File: config.mk
export PLATFORM = sky130hd
export DESIGN_NAME = result_bus_arbiter
export DESIGN_NICKNAME = d
export VERILOG_FILES = /design/src/rtl/core_pkg.sv /design/src/rtl/result_bus_picker.sv /design/src/rtl/result_bus_arbiter.sv
export SDC_FILE = /design/constraint.sdc
export NUM_CORES = 1
export LEC_CHECK = 0
export CAP_MARGIN = 20
export CORE_ASPECT_RATIO = 1.4
export CORE_UTILIZATION = 50
export CTS_CLUSTER_SIZE = 24
export DETAILED_ROUTE_END_ITERATION = 16
export DONT_BUFFER_PORTS = 1
export PLACE_DENSITY = 0.73
export SYNTH_ARGS = -nofsm -noshare
export SYNTH_HDL_FRONTEND = slang
export SYNTH_HIERARCHICAL = 1
export SYNTH_SLANG_ARGS = --single-unit
File: constraint.sdc
create_clock -name clock -period 4.6 [get_ports clock]
set_clock_uncertainty 0.2 [all_clocks]
set_input_delay 0.92 -clock clock [delete_from_list [all_inputs] [get_ports clock]]
set_output_delay 0.92 -clock clock [all_outputs]
set_load 0.01 [all_outputs]
File: src/rtl/core_pkg.sv
// core_pkg: types shared by the reservation stations and the result bus
// arbiter.
//   DEFAULT_STATION_INDEX_SIZE - default width of a station tag
//   RESULT_SIZE                - default result/bus data width
//   station_index_t            - station tag
//   result_bus_t               - one result bus beat (asserted, source, value)
package core_pkg;

    localparam int DEFAULT_STATION_INDEX_SIZE = 2;
    localparam int RESULT_SIZE                = 32;

    typedef logic [DEFAULT_STATION_INDEX_SIZE-1:0] station_index_t;

    typedef struct packed {
        logic                   asserted;
        station_index_t         source;
        logic [RESULT_SIZE-1:0] value;
    } result_bus_t;

endpackage

File: src/rtl/result_bus_picker.sv
// result_bus_picker: combinational rotate-and-find-first-N selector.
// Scans stations starting at `start`, wrapping modulo STATION_COUNT, and
// hands the first BUS_COUNT ready stations to buses 0..BUS_COUNT-1 in scan
// order.
//   ready       - per-station result_ready
//   start       - station the scan begins at
//   grant_valid - bus k received a station
//   grant_index - station tag assigned to bus k
//   grant_mask  - one-hot-per-grant station mask
//   next_ptr    - station after the last grant (start when nothing granted)
module result_bus_picker #(
    parameter int STATION_COUNT      = 4,
    parameter int STATION_INDEX_SIZE = 2,
    parameter int BUS_COUNT          = 1
) (
    input  logic [STATION_COUNT-1:0]                     ready,
    input  logic [STATION_INDEX_SIZE-1:0]                start,
    output logic [BUS_COUNT-1:0]                         grant_valid,
    output logic [BUS_COUNT-1:0][STATION_INDEX_SIZE-1:0] grant_index,
    output logic [STATION_COUNT-1:0]                     grant_mask,
    output logic [STATION_INDEX_SIZE-1:0]                next_ptr
);

    always_comb begin
        int idx;
        int cnt;
        int last;
        grant_valid = '0;
        grant_index = '0;
        grant_mask  = '0;
        next_ptr    = start;
        idx         = 0;
        cnt         = 0;
        last        = 0;
        for (int i = 0; i < STATION_COUNT; i++) begin
            // start < STATION_COUNT, so one subtraction is enough to wrap
            idx = int'(start) + i;
            if (idx >= STATION_COUNT) idx = idx - STATION_COUNT;
            if (ready[idx] && cnt < BUS_COUNT) begin
                grant_valid[cnt] = 1'b1;
                grant_index[cnt] = STATION_INDEX_SIZE'(idx);
                grant_mask[idx]  = 1'b1;
                last             = idx;
                cnt              = cnt + 1;
            end
        end
        // explicit wrap keeps non-power-of-two station counts in range
        if (cnt != 0)
            next_ptr = (last == STATION_COUNT - 1) ? '0 : STATION_INDEX_SIZE'(last + 1);
    end

endmodule

File: src/rtl/result_bus_arbiter.sv
// result_bus_arbiter: picks up to BUS_COUNT finished stations per cycle,
// frees them through reset_occupied and broadcasts their results on the
// common result buses one cycle later.
// Optional feature: RESULT_BUS_ROUND_ROBIN_EN selects a rotating priority
// pointer; without it the scan always starts at station 0.
//   clock          - rising-edge clock
//   reset          - synchronous active-high reset
//   result_ready   - station holds a finished result
//   result         - station result values
//   reset_occupied - combinational grant, frees the station at the next edge
//   bus_asserted   - bus carries a valid result this cycle
//   bus_source     - tag of the producing station
//   bus_value      - broadcast value
module result_bus_arbiter
    import core_pkg::*;
#(
    parameter int STATION_COUNT      = 4,
    parameter int STATION_INDEX_SIZE = DEFAULT_STATION_INDEX_SIZE,
    parameter int SIZE               = 32,
    parameter int BUS_COUNT          = 1
) (
    input  logic                                         clock,
    input  logic                                         reset,
    input  logic [STATION_COUNT-1:0]                     result_ready,
    input  logic [STATION_COUNT-1:0][SIZE-1:0]           result,
    output logic [STATION_COUNT-1:0]                     reset_occupied,
    output logic [BUS_COUNT-1:0]                         bus_asserted,
    output logic [BUS_COUNT-1:0][STATION_INDEX_SIZE-1:0] bus_source,
    output logic [BUS_COUNT-1:0][SIZE-1:0]               bus_value
);

    logic [STATION_INDEX_SIZE-1:0]                pointer;
    logic [STATION_INDEX_SIZE-1:0]                next_ptr;
    logic [BUS_COUNT-1:0]                         grant_valid;
    logic [BUS_COUNT-1:0][STATION_INDEX_SIZE-1:0] grant_index;
    logic [STATION_COUNT-1:0]                     grant_mask;

    result_bus_picker #(
        .STATION_COUNT      (STATION_COUNT),
        .STATION_INDEX_SIZE (STATION_INDEX_SIZE),
        .BUS_COUNT          (BUS_COUNT)
    ) u_picker (
        .ready       (result_ready),
        .start       (pointer),
        .grant_valid (grant_valid),
        .grant_index (grant_index),
        .grant_mask  (grant_mask),
        .next_ptr    (next_ptr)
    );

`ifdef RESULT_BUS_ROUND_ROBIN_EN
    // next_ptr equals pointer when nothing was granted, so it simply holds
    always_ff @(posedge clock) begin
        if (reset) pointer <= '0;
        else       pointer <= next_ptr;
    end
`else
    assign pointer = '0;
    logic unused_next_ptr;
    assign unused_next_ptr = ^next_ptr;
`endif

    // A grant during reset is dropped so the station keeps its result.
    assign reset_occupied = reset ? '0 : grant_mask;

    always_ff @(posedge clock) begin
        if (reset) begin
            bus_asserted <= '0;
            bus_source   <= '0;
            bus_value    <= '0;
        end else begin
            for (int k = 0; k < BUS_COUNT; k++) begin
                bus_asserted[k] <= grant_valid[k];
                // idle buses keep their last source/value
                if (grant_valid[k]) begin
                    bus_source[k] <= grant_index[k];
                    bus_value[k]  <= result[grant_index[k]];
                end
            end
        end
    end

endmodule

=== Word-level counts from Yosys, hierarchy flattened ===
Index checks and enable logic that the tools add are counted.

* Add/subtract/negate cells: 2
* Order comparisons: 10
* Mux-type cells: 23
* Bitwise gates (word level): 7
* Reduce and logical (&&, ||, !) cells: 6

{| class="wikitable"
|+ Operators with widths
! operator !! number
|-
| 32-bit by 2-bit less-than comparator with 1-bit output (second input constant) || 4
|-
| 32-bit 2-to-1 mux || 3
|-
| 32-bit binary-select mux with 2-bit select || 1
|-
| 32-bit by 1-bit greater-or-equal comparator with 1-bit output (second input constant) || 2
|-
| 32-bit by 2-bit adder with 32-bit output (second input constant) || 1
|-
| 1-bit 2-to-1 mux || 11
|-
| 2-bit 2-to-1 mux || 5
|-
| 4-bit 2-to-1 mux || 2
|-
| 1-bit logical AND || 6
|-
| 2-bit by 3-bit less-than comparator with 1-bit output (second input constant) || 1
|-
| 3-bit 2-to-1 mux || 1
|-
| 1-bit bitwise OR || 3
|-
| 1-bit by 1-bit adder with 2-bit output (second input constant) || 1
|-
| 1-bit less-than comparator (second input constant) || 2
|-
| 2-bit bitwise OR || 1
|-
| 1-bit bitwise AND || 1
|-
| 1-bit greater-or-equal comparator (second input constant) || 1
|-
| 1-bit NOT || 1
|-
| 1-bit bitwise OR (first input constant) || 1
|}

* Bits in registers: 35
* Input bits: 134
* Output and inout port bits: 39
* Word-level logic and storage cells: 51

=== Longest topological paths before layout ===
* Word-level depth: 14
* Mapped depth: 13
* Gate-level depth less buffers: 9

=== Hierarchy ===
Netlist, hierarchy kept.

{| class="wikitable"
|+ By module, submodules not included
! module !! times used !! cells an instance !! area each (um^2) !! sequential area each (um^2)
|-
| result_bus_arbiter || 1 || 197 || 2294.7 || 700.7
|-
| result_bus_picker || 1 || 75 || 611.8 || 0.0
|}

=== Least setup slack after synthesis ===
No wires, ideal clock.

* Kind: input -> output
* Start point: in result_ready[2]
* End point: out reset_occupied[3]
* Data arrival time: 2.433 ns
* Data required time: 3.480 ns
* Slack: 1.047 ns
* Stages on the path: 8
* Buffers on the path: 2
* Cell sequence: buf_6 -> or3b_1 -> a2111oi_2 -> or2_1 -> buf_6 -> nand2_1 -> nand2_1 -> nor2b_1

* Word-level cells in the longest chain between the ends: 6

{| class="wikitable"
|+ Ends and longest elaborated chain
! item !! RTL line !! text
|-
| start, declared || result_bus_arbiter.sv:24 || <nowiki>input logic [STATION_COUNT-1:0] result_ready,</nowiki>
|-
| 1-bit logical AND || result_bus_picker.sv:39 || <nowiki>if (ready[idx] && cnt < BUS_COUNT) begin</nowiki>
|-
| 32-bit 2-to-1 mux || result_bus_picker.sv:39 ||
|-
| 32-bit by 2-bit less-than comparator with 1-bit output || result_bus_picker.sv:39 ||
|-
| 1-bit logical AND || result_bus_picker.sv:39 ||
|-
| 4-bit 2-to-1 mux || result_bus_picker.sv:39 ||
|-
| named net grant_mask[3] || result_bus_arbiter.sv:36 || <nowiki>logic [STATION_COUNT-1:0] grant_mask;</nowiki>
|-
| 4-bit 2-to-1 mux || result_bus_arbiter.sv:64 || <nowiki>assign reset_occupied = reset ? '0 : grant_mask;</nowiki>
|-
| end, declared || result_bus_arbiter.sv:26 || <nowiki>output logic [STATION_COUNT-1:0] reset_occupied,</nowiki>
|}

The timed path passes the listed nets, and every way through them passes these cells.

=== Worst setup path after layout ===
* Start point: in result_ready[0]
* End point: out reset_occupied[2]

* Word-level cells in the longest chain between the ends: 9
* Elaborated cells between the ends (all ways): 10
* Classes of those cells: 1 x add/sub; 2 x order compare; 5 x mux; 2 x reduce/logical

{| class="wikitable"
|+ Ends and longest elaborated chain
! item !! RTL line
|-
| 1-bit 2-to-1 mux (*) || result_bus_picker.sv:39
|-
| 1-bit less-than comparator || result_bus_picker.sv:39
|-
| 1-bit logical AND || result_bus_picker.sv:39
|-
| 32-bit 2-to-1 mux (*) || result_bus_picker.sv:39
|-
| 32-bit by 2-bit less-than comparator with 1-bit output (*) || result_bus_picker.sv:39
|-
| 1-bit logical AND (*) || result_bus_picker.sv:39
|-
| 3-bit 2-to-1 mux (*) || result_bus_picker.sv:39
|-
| 4-bit 2-to-1 mux (*) || result_bus_picker.sv:39
|-
| named net grant_mask[2] || result_bus_arbiter.sv:36
|-
| 4-bit 2-to-1 mux (*) || result_bus_arbiter.sv:64
|}

The timed path passes the listed nets; every way through them passes the cells marked *.

==> qor.yml <==
die-area_sq_um: 5860
drc: 0
slowest_stage: "mux4_2"
grt_pass1_wl_mm: 9.96
fin_area_sq_um: 2890
post_drt_wl_per_cell_um: 20.2
crit_required_ns: 3.48
avgViaCountPerCell: 6.45
pre_cts_ws_ns: 1.12
grt.overflow.total: 0
drt_wl_total_mm: 6.44
yosysWarnings: 6
path_max_fanout: 8
cts_made_buffers: 5
whs_path_depth: 2
critPathKind: "input pin to primary output"
fmaxAchievable_ghz: 0.285
regArea_sq_um: 701
path_depth: 5
ant_nets: 0
postCtsResizedCells: 0
syn_inst: 252
rsz0062_at_grt: "no"
clock_path_buffers: 2
worst_path_largest_cell_delay_ns: 0.56
holdCritStartpoint: "bus_source[0]"
worstMarginPinSlew_ns: 0.612
r2r_start: "bus_value[16]"
regToRegEndpoint: "bus_value[16]"
whs_ns: 0.363
path_buf_inv: 0
dpl.hpwl_mm: 4.74
hold_end: "bus_source[0]"
vias: 2057
area_growth_pct: 4.10
finalWorstSetupSlack_ns: 1.10
fill_cells: 481
drive_gt1_frac: 0.328
fin_crit_ns: 3.50
maxSlewHeadroom: 0.592
place_congestion: 0.766
post_cts_buffers: 0
rows: 31
antenna_found_initial: 0
met1_length_mm: 2.51
crit_chain: "mux4_2 > a2111oi_4 > a222oi_1 > nand2_1 > nor2b_1"
cap_violations: 0
synth.avg_cell_area_sq_um: 11.0
die_h_um: 90.2
boundaryPins: 173
worst_setup_path_start_kind: "input pin"
clk_latency_ns: 0.28
first_global_vias: 2047
outcome: "finished, final reports clean"
met2WireLength_mm: 3.45
port_buffers: 0
p_per_area_nw_per_um2: 342
final_nets: 394
routed.top_layer: "met4"
core_sq_um: 5280
wl_met3_um: 408
cts_root_buffer: "clkbuf_8"
reg2reg_depth: 2
worst_ep_arrival_time_ns: 2.38
grt_usage: 0.217
slew_viol_final: 0
netlist_area_sq_um: 2780
die_w_um: 65.0
first_iter_violations: 86
final_cells: 319
placed_area_sq_um: 2780
ctsHoldBuffers: 0
tritoncts: "yes"
dr.pass1.iters: 4
cp-end-kind: "primary output"
min_path_type: "register to register"
finalHoldViolCount: 0
cpLargestDelayFamily: "compound AO/OA/AOI/OAI gates"
n_antenna_cell: 0
ir_worst_vdd_mv: 0.180
setup_viol_count_final: 0
htreeDepth: 2
place_inst: 310
grt_max_degree: 42
period_share: 0.761
initial_utilization: 0.527
rrSetupSlack_ns: 3.38
clk_pin_slew_ns: 0.07
fin_setup_tns_ns: 0
multi_input_area_sq_um: 1930
power.static_leakage_uw: 0.00114
cts_sinks: 35
area by class of cell:
cell class / count / share of cell area
Timing Repair Buffer: 7 / 0.0208
Sequential cell: 35 / 0.242
Multi-Input combinational cell: 199 / 0.669
Tap cell: 66 / 0.0286
Clock buffer: 8 / 0.0346
Inverter: 4 / 0.00519
per-layer routing:
| metal | up-vias | track usage |
|---|---|---|
| met4 | 0 | 0.0759 |
| li1 | 969 | - |
| met3 | 6 | 0.0495 |
| met1 | 979 | 0.247 |
| met2 | 103 | 0.384 |
| met5 | - | 0 |
stage by stage:
stage | total power [uW] | utilization
2_1_floorplan | 719 | -
3_3_place_gp | 748 | 0.526
3_5_place_dp | 754 | 0.526
4_1_cts | 996 | 0.545
5_1_grt | 1050 | 0.548
6_report | 988 | 0.548
flip-flops by register name, summed over array words and instances (netlist names):
register / flops
bus_source: 2
bus_value: 32
bus_asserted: 1
power breakdown:
group	total, uW	leakage [uW]	internal, uW	switching, uW
registers	412	0.000291	354	58.0
logic	337	0.000800	165	172
clock network	239	0.0000515	137	103
worst reg2reg max path, stage by stage, from the launching register on:
cell and delay (ns):
dfxtp_1 0.41, or3b_2 0.47, o221ai_2 0.07
cell usage in the layout (no fill, tap or decap):
cell type,n
mux2i_1,67
dfxtp_1,35
or3b_2,33
o221ai_2,30
conb_1,15
nand2_1,8
ha_1,8
clkbuf_8,7
nor2b_1,6
buf_4,6
nor2_1,5
inv_1,4
a222oi_1,4
nand3b_1,3
o221ai_1,2
mux4_2,2
or3b_1,2
a21oi_1,2
clkbuf_1,1
buf_8,1
a2111oi_0,1
a2111oi_2,1
or2_1,1
nor3_1,1
a2111oi_4,1
nor2b_4,1
o31a_2,1
a32oi_1,1
a221oi_1,1
o21ai_0,1
or4_1,1
a2111o_1,1
worst max-delay path by stage:
stage | from | slack [ns] | to
2_1_floorplan | result_ready[2] | 1.18 | reset_occupied[3]
3_3_place_gp | result_ready[0] | 1.15 | reset_occupied[2]
3_5_place_dp | result_ready[0] | 1.12 | reset_occupied[2]
4_1_cts | result_ready[0] | 1.11 | reset_occupied[2]
5_1_grt | result_ready[0] | 0.98 | reset_occupied[2]
6_report | result_ready[0] | 1.10 | reset_occupied[2]
(Power assumes the default switching activity.)
==> RTL change 1 (same settings) <==
`BUS_COUNT` is set to 1 in 2 places; all go to 2. Comments in the files are not updated.
--- a/src/rtl/result_bus_picker.sv
+++ b/src/rtl/result_bus_picker.sv
@@ -13,3 +13,3 @@
     parameter int STATION_INDEX_SIZE = 2,
-    parameter int BUS_COUNT          = 1
+    parameter int BUS_COUNT          = 2
 ) (
--- a/src/rtl/result_bus_arbiter.sv
+++ b/src/rtl/result_bus_arbiter.sv
@@ -19,3 +19,3 @@
     parameter int SIZE               = 32,
-    parameter int BUS_COUNT          = 1
+    parameter int BUS_COUNT          = 2
 ) (
Interface: changed (resized bus_asserted, bus_source and bus_value); port bits go from 173 to 208. No check against the original RTL was run, so the function may have changed too.
==> RTL change 1 against the unedited design <==
  * Synthesized area rose by 86%
  * Largest power group is now combinational cells
  * Sequential power rose by 130%
  * Setup slack got worse by 0.90 ns
  * Wire length rose by 120%
  * Sequential cell count rose by 35
  * Critical endpoint is now reset_occupied[3]
  * Power rose to 2.7 times the old value
  * Count of clock-buffer cells in the layout rose by 1
  * Cell area rose by 95%
==> RTL change 1: results (changes against the unedited design) <==
- Status: finished clean
- Max rail drop VDD: 0.239 mV (+32%)
- Layout net count: 612 (+55%)
- Cells after Synth: 463 (+84%)
- Max Root-Sink Buffers: 2 (unchanged)
- Detailed-placement wirelength estimate: 9870 um (+110%)
- Vias in the first global route: 4319 (+110%)
- Post-Route WL: 14100 um (+120%)
- Final Hold Violating Endpoints: 0 (unchanged)
- CTS root buffer: clkbuf_16
- Setup violations, final: 0 (unchanged)
- Layout cells sized above 1: 0.358 (+0.0295)
- CTS H-tree lvls: 3 (+1)
- Drt first-iter violations: 169 (+97%)
- # fillers: 873 (+81%)
- Post-CTS Setup Bufs: 0 (unchanged)
- First-pass GRT wire length: 21100 um (+110%)
- Post-route insts no fill: 602 (+89%)
- TritonCTS buffer count: 9 (+4)
- Buffers on Ports: 0 (unchanged)
- # diodes: 0 (unchanged)
- Worst Hold Class: reg2reg
- Total Routing Usage GR: 0.259 (+0.0422)
- Slowest stage cell, crit path: mux4_2
- Worst-path clk slew: 0.06 ns
- CP Data Arrival Time: 3.28 ns (+0.90 ns)
- Met2 usage: 0.458 (+0.0742)
- M3 GR Usage: 0.0861 (+0.0366)
- Initial antenna violation count: 0 (unchanged)
- Largest net degree at the start of global routing: 79 (+88%)
- Drt pass-1 iters: 4 (unchanged)
- Inst Count DP: 587 (+89%)
- Regs by FF count: bus_value: 64 flops, bus_source: 4 flops, bus_asserted: 2 flops
- GR Util met1: 0.264 (+0.0168)
- Via count: 3932 (+91%)
- Leak: 2.08 nW (+82%)
- Placer Congestion: 0.798 (+4.1%)
- Placed cell area: 0.00534 mm^2 (+92%)
- Synth warn: 6 (unchanged)
- Worst-path fanout max: 6 (-2)
- CP delay by family, top: compound AO/OA/AOI/OAI gates
- Clk_lat worst skew: 0.33 ns (+0.05 ns)
- Post-cts sizing count: 0 (unchanged)
- CP max stage delay: 0.45 ns (-0.11 ns)
-- RTL change 1: where the power goes --
group | switching (mW) | internal, mW
clock | 0.269 | 0.471
combinational | 0.498 | 0.457
sequential | 0.176 | 0.759
-- RTL change 1: area by class of cell --
| class | count | share of cell area |
|---|---|---|
| Tap cell | 135 | 0.0299 |
| Sequential cell | 70 | 0.248 |
| Clock buffer | 9 | 0.0399 |
| Multi-Input combinational cell | 354 | 0.626 |
| Timing Repair Buffer | 21 | 0.0368 |
| Inverter | 7 | 0.00465 |
| Clock inverter | 6 | 0.0153 |
-- RTL change 1: path summary, 6_finish.rpt --
path / startpoint / end / slack [ns] / cells after the start
worst min-delay path: bus_source[3] / bus_source[3] / 0.38 / 2
worst max-delay path: result_ready[1] / reset_occupied[3] / 0.20 / 10
worst min register to register: bus_source[3] / bus_source[3] / 0.38 / 2
worst max register to register: bus_value[36] / bus_value[36] / 3.36 / 2
-- RTL change 1: through the flow --
step	total power, mW	util	setup WS [ns]
6_report	2.63	0.565	0.200
5_1_grt	2.76	0.565	0.116
4_1_cts	2.65	0.565	0.221
3_5_place_dp	1.90	0.534	0.120
3_3_place_gp	1.87	0.534	0.202
2_1_floorplan	1.71	-	0.125
-- RTL change 1: metal layers --
metal  routed length, um  share of wire
met1                4960           0.35
met4                 442          0.031
met3                1200          0.085
met5                   0              0
met2                7550           0.53
-- RTL change 1: worst reg2reg max path, cell delays in order (launching register included) --
cell and delay (ns):
dfxtp_1 0.40, or3b_2 0.49, o221ai_2 0.08
==> RTL change 2 (config.mk and constraints unchanged) <==
Without the edit above. Add a define of `RESULT_BUS_ROUND_ROBIN_EN`.
--- a/src/rtl/result_bus_arbiter.sv
+++ b/src/rtl/result_bus_arbiter.sv
@@ -13,2 +13,4 @@
 //   bus_value      - broadcast value
+`define RESULT_BUS_ROUND_ROBIN_EN
+
 module result_bus_arbiter
Formal check against the unedited RTL: not equivalent (Yosys sat finds a counterexample within 4 cycles, from zero or initial values and one cycle with reset high).
==> RTL change 2 against the unedited design <==
  * Sequential share of layout area grew 0.19 points
  * Cell area grew 4.9%
  * Global-route usage shrank 1.2 points
  * Wire length grew 3.3%
  * Synthesized area grew 7.5%
  * Sequential cell count grew 2
  * Setup slack lost 0.64 ns
Power is not compared: it rests on default switching activity, and its combinational part moved more than twofold at a synthesized area within 25%.
==> RTL change 2: results (changes against the unedited design) <==
- R2R Path Start: pointer[1]
- Post-Syn Nets: 419
- Post-Route WL: 6650 um (+3.3%)
- CTS root buffer: clkbuf_8
- Initial antenna violation count: 0 (unchanged)
- Layout cells sized above 1: 0.318 (-0.00988)
- CTS H-tree lvls: 2 (unchanged)
- Leak: 1.15 nW
- Setup TNS: 0 ns (unchanged)
- Worst reg2reg endpoint: bus_value[2]
- Adder-Cell Fraction of Synth Area: 0.0419
- Placer Congestion: 0.795 (+3.8%)
- Async SR Flop Fraction: 0
- Reg2reg path depth: 8 (+6)
- Crit path to: reset_occupied[0]
- # diodes: 0 (unchanged)
- Setup crit start: pointer[1]
- Final ANT Viol Nets: 0 (unchanged)
- Worst hold slack: 0.366 ns (+0.00265 ns)
- Largest cells by area after synthesis: dfxtp_1 (25%), mux2i_1 (22%), o221ai_2 (15%), or3b_2 (9.1%), ha_1 (4.2%)
- Layout net count: 408 (+3.6%)
- Via count: 2211 (+7.5%)
- Post-synth top flop: dfxtp_1
- Max rail drop VDD: 0.376 mV
- Distinct cell type count after synthesis: 35
- Worst-path clk slew: 0.06 ns
- Share of the yosys chip area belonging to registers: 0.248
- Total Routing Usage GR: 0.205 (-0.0116)
- Regs by FF count: bus_value: 32 flops, bus_source: 2 flops, pointer: 2 flops
- CP delay by family, top: compound AO/OA/AOI/OAI gates
- Compound-Gate Fraction of Synth Area: 0.226
- Synth warn: 6 (unchanged)
- Xor/xnor cell area share of the yosys netlist: 0
- Relative slew margins: 0.626 (+0.0341)
- Clk_lat worst skew: ~0.27 ns
- Worst-path fanout max: 9 (+1)
- Worst Hold Class: reg2reg
- First-pass GRT wire length: 9960 um (about the same)
- Max Root-Sink Buffers: 2 (unchanged)
- FF-to-FF setup slack: 0.88 ns (-2.50 ns)
- Post-CTS Setup Bufs: 0 (unchanged)
- Status: finished clean
- CP max stage delay: 0.58 ns (+0.02 ns)
- Synth cell count leaders: mux2i_1 (67), dfxtp_1 (37), or3b_2 (31), o221ai_2 (30), ha_1 (10)
- CTS Hold Buffers Added: 0 (unchanged)
- Drt first-iter violations: 144 (+67%)
- Buffers on Ports: 0 (unchanged)
- Largest net degree at the start of global routing: 44 (+4.8%)
- Detailed-placement wirelength estimate: 4960 um (+4.7%)
==> RTL change 2: final cells by class <==
| cell class | count | area [um^2] |
|---|---|---|
| repair buffers | 10 | 87.6 |
| fillers | 523 | 2610 |
| multi-input cells | 202 | 2000 |
| well taps | 68 | 85.1 |
| flip-flops and latches | 37 | 741 |
| clock buffers | 7 | 86.3 |
| inverters | 8 | 30.0 |
==> RTL change 2: routing by layer <==
layer	part of all wire	routed length [um]	vias to the layer above	global-route usage
met2	0.54	3600	103	0.374
met3	0.063	418	6	0.0500
met1	0.39	2570	1055	0.228
li1	-	-	1047	-
met4	0.0095	63	0	0.0567
met5	0	0	-	0
==> RTL change 2: through the flow <==
step | power (mW) | setup slack, ns | std cells | utilization | cell area (um^2)
5_1_grt | 2.41 | 0.164 | 332 | 0.537 | 3030
3_5_place_dp | 2.05 | 0.784 | 325 | 0.522 | 2950
2_1_floorplan | 1.89 | 0.896 | 275 | - | 2990
6_report | 2.25 | 0.461 | 332 | 0.537 | 3030
4_1_cts | 2.28 | 0.471 | 332 | 0.537 | 3030
3_3_place_gp | 2.02 | 0.838 | 325 | 0.522 | 2950
==> RTL change 2: worst min-delay path by stage <==
| stage | to | start | depth (start not counted) | slack, ns |
|---|---|---|---|---|
| global route | bus_source[0] | bus_source[0] | 2 | 0.40 |
| global placement | bus_source[0] | bus_source[0] | 2 | 0.34 |
| CTS | bus_source[0] | bus_source[0] | 2 | 0.37 |
| detailed placement | bus_source[0] | bus_source[0] | 2 | 0.36 |
| finish | bus_source[0] | bus_source[0] | 2 | 0.37 |
| floorplan | bus_source[0] | bus_source[0] | 2 | 0.33 |
==> RTL change 2: power breakdown <==
part           internal, mW  switching, mW  leakage (nW)  total [mW]
registers             0.452          0.141         0.308       0.593
logic                 0.692          0.739         0.801        1.43
clock network         0.119          0.106        0.0443       0.225
